$ cat src/rtl/cpu_types_pkg.sv
// Shared CPU types: memory word, RAM handshake state and memory arbiter FSM states.
package cpu_types_pkg;

  localparam int WORD_W = 32;

  typedef logic [WORD_W-1:0] word_t;

  typedef enum logic [1:0] {
    FREE   = 2'd0,
    BUSY   = 2'd1,
    ACCESS = 2'd2,
    ERROR  = 2'd3
  } ramstate_t;

  typedef enum logic [1:0] {
    IDLE   = 2'd0,
    IFETCH = 2'd1,
    DREAD  = 2'd2,
    DWRITE = 2'd3
  } memarb_state_t;

  // A data request carrying a write strobe is a write, even if the read strobe is also up.
  function automatic memarb_state_t data_grant(input logic dwen);
    return dwen ? DWRITE : DREAD;
  endfunction

endpackage

$ cat src/rtl/mem_arb_select.sv
// Grant selection for the memory arbiter's IDLE state.
// MEMARB_RR_EN: round-robin between icache and dcache; otherwise fixed data-over-instruction priority.
module mem_arb_select
  import cpu_types_pkg::*;
(
  input  logic          i_iren,
  input  logic          i_dren,
  input  logic          i_dwen,
  input  logic          i_last_dcache,
  output memarb_state_t o_grant
);

  logic w_dreq;
  assign w_dreq = i_dren | i_dwen;

`ifdef MEMARB_RR_EN
  // On a tie the port served most recently yields.
  always_comb begin
    o_grant = IDLE;
    if (w_dreq && i_iren) begin
      o_grant = i_last_dcache ? IFETCH : data_grant(i_dwen);
    end else if (w_dreq) begin
      o_grant = data_grant(i_dwen);
    end else if (i_iren) begin
      o_grant = IFETCH;
    end
  end
`else
  logic w_unused_last;
  assign w_unused_last = i_last_dcache;

  always_comb begin
    o_grant = IDLE;
    if (w_dreq) begin
      o_grant = data_grant(i_dwen);
    end else if (i_iren) begin
      o_grant = IFETCH;
    end
  end
`endif

endmodule

$ cat src/rtl/memory_arbiter.sv
// Arbitrates icache and dcache requests onto a single RAM port.
// MEMARB_RR_EN selects round-robin arbitration in IDLE (default build: fixed priority).
module memory_arbiter
  import cpu_types_pkg::*;
(
  input  logic      CLK,
  input  logic      nRST,
  input  logic      iREN,
  input  word_t     iaddr,
  output logic      iwait,
  output word_t     iload,
  input  logic      dREN,
  input  logic      dWEN,
  input  word_t     daddr,
  input  word_t     dstore,
  output logic      dwait,
  output word_t     dload,
  output logic      ramREN,
  output logic      ramWEN,
  output word_t     ramaddr,
  output word_t     ramstore,
  input  word_t     ramload,
  input  ramstate_t ramstate
);

  memarb_state_t r_state;
  memarb_state_t w_next_state;
  memarb_state_t w_grant;
  logic          w_last_dcache;
  logic          w_access;

  assign w_access = (ramstate == ACCESS);

  mem_arb_select u_select (
    .i_iren        (iREN),
    .i_dren        (dREN),
    .i_dwen        (dWEN),
    .i_last_dcache (w_last_dcache),
    .o_grant       (w_grant)
  );

`ifdef MEMARB_RR_EN
  logic r_last_dcache;

  // Cleared by reset so the first tie goes to the dcache.
  always_ff @(posedge CLK or negedge nRST) begin
    if (!nRST) begin
      r_last_dcache <= 1'b0;
    end else if (r_state == IDLE && w_grant != IDLE) begin
      r_last_dcache <= (w_grant != IFETCH);
    end
  end

  assign w_last_dcache = r_last_dcache;
`else
  assign w_last_dcache = 1'b0;
`endif

  always_ff @(posedge CLK or negedge nRST) begin
    if (!nRST) begin
      r_state <= IDLE;
    end else begin
      r_state <= w_next_state;
    end
  end

  // Waits are gated by the live request so a dropped request never sees a completion.
  always_comb begin
    w_next_state = r_state;
    ramREN       = 1'b0;
    ramWEN       = 1'b0;
    ramaddr      = '0;
    ramstore     = '0;
    iwait        = 1'b1;
    dwait        = 1'b1;
    iload        = '0;
    dload        = '0;
    case (r_state)
      IDLE: begin
        w_next_state = w_grant;
      end
      IFETCH: begin
        ramREN  = 1'b1;
        ramaddr = iaddr;
        if (!iREN) begin
          w_next_state = IDLE;
        end else if (w_access) begin
          iwait        = 1'b0;
          iload        = ramload;
          w_next_state = IDLE;
        end
      end
      DREAD: begin
        ramREN  = 1'b1;
        ramaddr = daddr;
        if (!dREN) begin
          w_next_state = IDLE;
        end else if (w_access) begin
          dwait        = 1'b0;
          dload        = ramload;
          w_next_state = IDLE;
        end
      end
      DWRITE: begin
        ramWEN   = 1'b1;
        ramaddr  = daddr;
        ramstore = dstore;
        if (!dWEN) begin
          w_next_state = IDLE;
        end else if (w_access) begin
          dwait        = 1'b0;
          w_next_state = IDLE;
        end
      end
      default: begin
        w_next_state = IDLE;
      end
    endcase
  end

endmodule

$ cat config.mk
export PLATFORM = sky130hd
export DESIGN_NAME = memory_arbiter
export DESIGN_NICKNAME = d
export VERILOG_FILES = /design/src/rtl/cpu_types_pkg.sv /design/src/rtl/mem_arb_select.sv /design/src/rtl/memory_arbiter.sv
export SDC_FILE = /design/constraint.sdc
export NUM_CORES = 1
export LEC_CHECK = 0
export ABC_AREA = 1
export ABC_CLOCK_PERIOD_IN_PS = 2840
export CORE_AREA = 4 4 101 103
export CTS_CLUSTER_SIZE = 8
export DETAILED_ROUTE_END_ITERATION = 6
export DIE_AREA = 0 0 105 107
export HOLD_SLACK_MARGIN = 0.1
export PLACE_DENSITY_LB_ADDON = 0.15
export SLEW_MARGIN = 0
export SYNTH_ARGS = -nofsm -noshare
export SYNTH_HDL_FRONTEND = slang
export SYNTH_SLANG_ARGS = --single-unit
$ cat constraint.sdc
create_clock -name CLK -period 2.84 [get_ports CLK]
set_input_delay 0.426 -clock CLK [delete_from_list [all_inputs] [get_ports CLK]]
set_output_delay 0.426 -clock CLK [all_outputs]
set_load 0.02 [all_outputs]
==> results.json, run 1 <==
{
  "clk_pin_slew_ps": 30,
  "wl_per_cell_um": 13.1,
  "ys_seq_elements": 2,
  "rsz0062_at_grt": "no",
  "worst_ep_arrival_time_ps": 2190,
  "rr_worst_depth": 6,
  "maxSlewViolCount": 0,
  "ys.flop_type": "dfrtp_1",
  "status": "finished clean",
  "setup_tns_ps": 0,
  "pin_count": 267,
  "synth_cell_types": 15,
  "grt_pass1_wl_um": 13200,
  "synth_top_cell_by_area": "nand2_1",
  "post-cts-setup-buffers": 0,
  "row_count": 35,
  "initial_core_util": 0.153,
  "viasPerCell": 3.96,
  "grt.total_usage": 0.144,
  "power_density_mw_per_mm2": 578,
  "yosysTopAreaCellShare": 0.258,
  "cts_buffers": 3,
  "holdWs_ps": 383,
  "post-route-period-util": 0.921,
  "yosys_warnings": 0,
  "synth_edf_count": 0,
  "overflow": 0,
  "port_buffers": 266,
  "regToRegStartpoint": "r_state[0]",
  "grt_pass1_vias": 2654,
  "dr_total_vias": 2680,
  "yosys-top-cells-count": "97 x nand2_1, 71 x inv_1, 66 x nor2_1",
  "antenna_found_initial": 0,
  "end_kind": "primary output",
  "async_flop_share": 1.00,
  "cp-startpoint": "r_state[0]",
  "setup_viol": 0,
  "finalWirelength_um": 8830,
  "grt_max_degree": 37,
  "cts_max_level": 1,
  "cp-endpoint": "ramaddr[18]",
  "maxCapViolCount": 0,
  "core_area_mm2": 0.00920,
  "r2r-end": "r_state[1]",
  "ir_drop_v": 0.000396,
  "cts_hold_buf": 0,
  "die_x_um": 105,
  "gp_congestion": 0.753,
  "stdcell_count": 676,
  "synthesis.nets": 451,
  "ys_top_cells_by_area": "nand2_1 26%, inv_1 19%, nor2_1 18%",
  "dpl.hpwl_um": 7470,
  "syn2layout_area_growth_pct": 199,
  "worst_pin_slew_ps": 407,
  "clk_latency_ps": 210,
  "cts_resized": 0,
  "fin_skew_ps": 0.971,
  "first_pass_iters": 4,
  "nets": 706,
  "syn_area_mm2": 0.00141,
  "fin_crit_ps": 2620,
  "synth.avg_cell_area_um2": 4.52,
  "cp.required_ps": 2410,
  "antenna_cells": 0,
  "min_path_type": "input port to async pin",
  "drt_drc_violations_left": 0,
  "cp-start-kind": "flip-flop",
  "cts_root_buf": "clkbuf_8",
  "crit_type": "flip-flop to primary output",
  "largestRegisters": "r_state (2)",
  "final_layout_size_suffix_gt1_frac": 0.0513,
  "synth_cells": 312,
  "top_register": "r_state",
  "max_freq_ghz": 0.382,
  "regToRegSetupSlack_ps": 1570,
  "maxSlewHeadroom": 0.729,
  "crit_fanout": 32,
  "largest_reg_flops": 2,
  "cellLeakagePower_nw": 1.96,
  "dieArea_mm2": 0.0112,
  "cts.path.max_buffers": 2,
  "cts_tree": "done",
  "hold_viol_final": 0,
  "dp_cells": 673,
  "clock-sinks": 2,
  "final_antenna_net_count": 0,
  "post-synth-top-count-cell": "nand2_1",
  "yosysSeqAreaShare": 0.0355,
  "chipHeight_um": 107,
  "drt_iter0_markers": 103
}
==> cell type report <==
cell class / count / area, µm²
clock buffers: 3 / 41.3
fillers: 946 / 4990
inverters: 71 / 267
multi-input cells: 217 / 966
flip-flops and latches: 2 / 50.0
well taps: 111 / 139
repair buffers: 272 / 2750
==> cells in the final DEF, fill, tap and decap left out <==
| cell type | instances |
|---|---|
| clkdlybuf4s50_1 | 266 |
| nand2_1 | 97 |
| inv_1 | 71 |
| nor2_1 | 66 |
| a21oi_1 | 22 |
| nand2_2 | 10 |
| a21oi_2 | 10 |
| o21ai_0 | 4 |
| ha_1 | 4 |
| clkbuf_8 | 3 |
| buf_12 | 3 |
| buf_4 | 3 |
| nand4_1 | 2 |
| dfrtp_1 | 2 |
| or2_1 | 1 |
| nand3_1 | 1 |
==> worst max-delay path, stage by stage, from the launching register on <==
cell             delay [ps]
dfrtp_1                 390
inv_1                   100
ha_1                    230
or2_1                   170
buf_12                  200
nand2_1                  70
a21oi_1                 180
clkdlybuf4s50_1         640
==> logic make-up after synthesis <==
group / Yosys count / synth area share
and+or+nand+nor: 177 / 0.496
buffers and inverters: 93 / 0.279
DFF: 2 / 0.0355
AOI/OAI and AO/OA: 36 / 0.155
adders and majority gates: 4 / 0.0355
==> stage by stage <==
step | total power, mW | utilization | setup slack, ps | instance area, µm²
final | 2.43 | 0.458 | 224 | 4210
after global routing | 2.62 | 0.458 | 106 | 4210
after CTS | 2.48 | 0.458 | 190 | 4210
after detailed placement | 2.36 | 0.453 | 288 | 4170
after global placement | 2.34 | 0.453 | 313 | 4170
after floorplan | 1.32 | - | 893 | 1410
==> power by group <==
group,switching (mW),internal [mW]
registers,0.0119,0.0430
clock network,0.0209,0.0895
logic,1.25,1.02
total,1.28,1.15
==> worst min path at each step <==
stage	slack (ps)	cells after the start	to
after detailed placement	600	1	r_state[1]
after global routing	390	1	r_state[1]
final	380	1	r_state[1]
after global placement	600	1	r_state[1]
after floorplan	130	0	r_state[0]
after CTS	380	1	r_state[1]
==> routing by layer <==
metal | wire length, µm | up-vias | track usage
met5 | 0 | - | 0
met4 | 67 | 0 | 0.0291
met3 | 804 | 4 | 0.0397
met2 | 4810 | 138 | 0.302
met1 | 3140 | 1146 | 0.137
li1 | - | 1392 | -
No activity file was read; power rests on OpenSTA's default activity.
==> inputs of run 2 (changes only) <==
--- a/config.mk
+++ b/config.mk
@@ -6,14 +6,13 @@
 export NUM_CORES = 1
 export LEC_CHECK = 0
 export ABC_AREA = 1
-export ABC_CLOCK_PERIOD_IN_PS = 2840
-export CORE_AREA = 4 4 101 103
+export ABC_CLOCK_PERIOD_IN_PS = 2700
+export CORE_AREA = 4 4 103 105
 export CTS_CLUSTER_SIZE = 8
 export DETAILED_ROUTE_END_ITERATION = 6
-export DIE_AREA = 0 0 105 107
+export DIE_AREA = 0 0 107 109
 export HOLD_SLACK_MARGIN = 0.1
 export PLACE_DENSITY_LB_ADDON = 0.15
-export SLEW_MARGIN = 0
 export SYNTH_ARGS = -nofsm -noshare
 export SYNTH_HDL_FRONTEND = slang
 export SYNTH_SLANG_ARGS = --single-unit
==> constraint.sdc (replaced) <==
create_clock -name CLK -period 2.7 [get_ports CLK]
set_input_delay 0.405 -clock CLK [delete_from_list [all_inputs] [get_ports CLK]]
set_output_delay 0.405 -clock CLK [all_outputs]
set_load 0.02 [all_outputs]
==> run 2 against run 1 <==
Register-to-register slack got worse by 140 ps; power rose by 5.4%; largest power group unchanged; sequential cell count did not move; die area rose by 3.8%; wire length fell by 1.5%; first-iteration DRC count rose by 9.7%; critical path depth did not move; core utilization fell by 1.6 points; non-clock buffer count did not move.
==> results.json, run 2 (same netlist as run 1, synthesis figures left out) <==
{
  "r2r-end": "r_state[1]",
  "ir_drop_v": 0.000358,
  "multiInputGateArea_um2": 966,
  "largestRegisters": "r_state (2)",
  "top_register": "r_state",
  "finalWirelength_um": 8690,
  "initial_core_util": 0.146,
  "setup_tns_ps": 0,
  "crit_slowest_cell": "clkdlybuf4s50_1",
  "overflow": 0,
  "end_kind": "primary output",
  "core_area_mm2": 0.00964,
  "cts_tree": "done",
  "final_layout_size_suffix_gt1_frac": 0.0513,
  "drt_iter0_markers": 113,
  "grt_max_degree": 37,
  "worst_ep_arrival_time_ps": 2180,
  "clk_pin_slew_ps": 30,
  "drt_drc_violations_left": 0,
  "clk_latency_ps": 210,
  "fin_crit_ps": 2590,
  "switching_share": 0.526,
  "post-route-period-util": 0.958,
  "rsz0062_at_grt": "no",
  "rr_worst_depth": 6,
  "wl_per_cell_um": 12.5,
  "grt_pass1_vias": 2635,
  "pin_count": 267,
  "antenna_found_initial": 0,
  "power_frac_comb": 0.932,
  "clock-sinks": 2,
  "cp.required_ps": 2300,
  "crit_fanout": 32,
  "antenna_cells": 0,
  "n_fill_cell": 1030,
  "pwr-share-clk": 0.045,
  "cts_root_buf": "clkbuf_8",
  "grt.total_usage": 0.137,
  "final_antenna_net_count": 0,
  "critPathTopFamily": "buffers and inverters",
  "fin_skew_ps": 0.639,
  "crit_type": "flip-flop to primary output",
  "grtUsageMet2": 0.267,
  "dpl.hpwl_um": 7330,
  "regArea_um2": 50.0,
  "status": "finished clean",
  "maxCapViolCount": 0,
  "cts_max_level": 1,
  "crit_buf_inv": 3,
  "cp-start-kind": "flip-flop",
  "viasPerCell": 3.86,
  "row_count": 36,
  "p_int_mw": 1.21,
  "hold_viol_final": 0,
  "cts_buffers": 3,
  "first_pass_iters": 4,
  "regToRegStartpoint": "r_state[0]",
  "nets": 706,
  "worst_pin_slew_ps": 404,
  "mostFrequentLayoutCell": "clkdlybuf4s50_1",
  "setup_viol": 0,
  "p_seq_frac": 0.022,
  "gp_congestion": 0.740,
  "gr-usage-met1": 0.147,
  "p_switching_mw": 1.35,
  "grt-busiest-layer": "met2",
  "power_density_mw_per_mm2": 602,
  "fin_total_pwr_mw": 2.56,
  "grt_pass1_wl_um": 13100,
  "max_freq_ghz": 0.387,
  "cts.path.max_buffers": 2,
  "dieArea_mm2": 0.0117,
  "cellLeakagePower_nw": 2.00,
  "crit_chain": "inv_1 -> ha_1 -> or2_1 -> buf_12 -> nand2_1 -> a21oi_1 -> clkdlybuf4s50_1",
  "cts_hold_buf": 0,
  "chipHeight_um": 109,
  "port_buffers": 266,
  "maxSlewViolCount": 0,
  "critPathMaxStageDelay_ps": 640,
  "min_path_type": "input port to async pin",
  "maxSlewHeadroom": 0.730,
  "die_x_um": 107,
  "regToRegSetupSlack_ps": 1430,
  "use_met3": 0.0355,
  "dr_total_vias": 2697,
  "layout_common_cells": "264 x clkdlybuf4s50_1, 97 x nand2_1, 71 x inv_1, 66 x nor2_1, 22 x a21oi_1",
  "largest_reg_flops": 2,
  "syn2layout_area_growth_pct": 202
}
run 2: timing repair:
| action | CTS | global route |
|---|---|---|
| buffers inserted | 0 | 0 |
| endpoints found under the setup margin | 0 | 2 |
| gates resized for setup | 0 | 2 |
run 2: final cells by class:
cell class                 count  share of cell area
timing repair buffer         272               0.650
sequential                     2              0.0118
multi-input combinational    217               0.227
inverter                      71              0.0627
tap                          133              0.0391
clock buffer                   3             0.00971
run 2: worst max-delay path by stage:
stage               depth (start not counted)           to        start  slack (ps)
global route                                7   ramaddr[9]   r_state[0]           8
floorplan                                   7   ramaddr[0]   r_state[0]         770
CTS                                         7  ramaddr[18]   r_state[0]          50
global placement                            5     dload[5]  ramstate[1]         240
finish                                      7   ramaddr[5]   r_state[0]         110
detailed placement                          5    dload[25]  ramstate[1]         200
run 2: power groups by stage:
stage	Clock (mW)	Combinational, mW	Sequential (mW)
after detailed placement	0	2.43	0.0575
after global placement	0	2.40	0.0569
final	0.116	2.39	0.0574
after CTS	0.121	2.44	0.0571
after floorplan	0	1.34	0.0551
after global routing	0.127	2.58	0.0607
run 2: per-stage QoR:
step | instances | hold slack (ps) | utilization | cell area (µm²) | worst slack [ps]
final | 698 | 362 | 0.441 | 4250 | 113
after global routing | 698 | 360 | 0.441 | 4250 | 8.14
after CTS | 698 | 358 | 0.441 | 4250 | 55.0
after detailed placement | 695 | 581 | 0.436 | 4210 | 204
after global placement | 695 | 578 | 0.436 | 4210 | 238
after floorplan | 312 | 109 | - | 1410 | 774
run 2: layer usage:
metal | wire [µm] | vias to the layer above | part of all wire
li1 | - | 1394 | -
met1 | 3130 | 1149 | 0.36
met2 | 4630 | 144 | 0.53
met3 | 800 | 10 | 0.092
met4 | 127 | 0 | 0.015
met5 | 0 | - | 0
==> inputs of run 3 (changes only) <==
--- a/config.mk
+++ b/config.mk
@@ -6,7 +6,6 @@
 export NUM_CORES = 1
 export LEC_CHECK = 0
 export ABC_AREA = 1
-export ABC_CLOCK_PERIOD_IN_PS = 2700
 export CORE_AREA = 4 4 103 105
 export CTS_CLUSTER_SIZE = 8
 export DETAILED_ROUTE_END_ITERATION = 6
==> results of run 3 <==
Same layout as run 2: the final DEF is identical, and so are final timing and power.
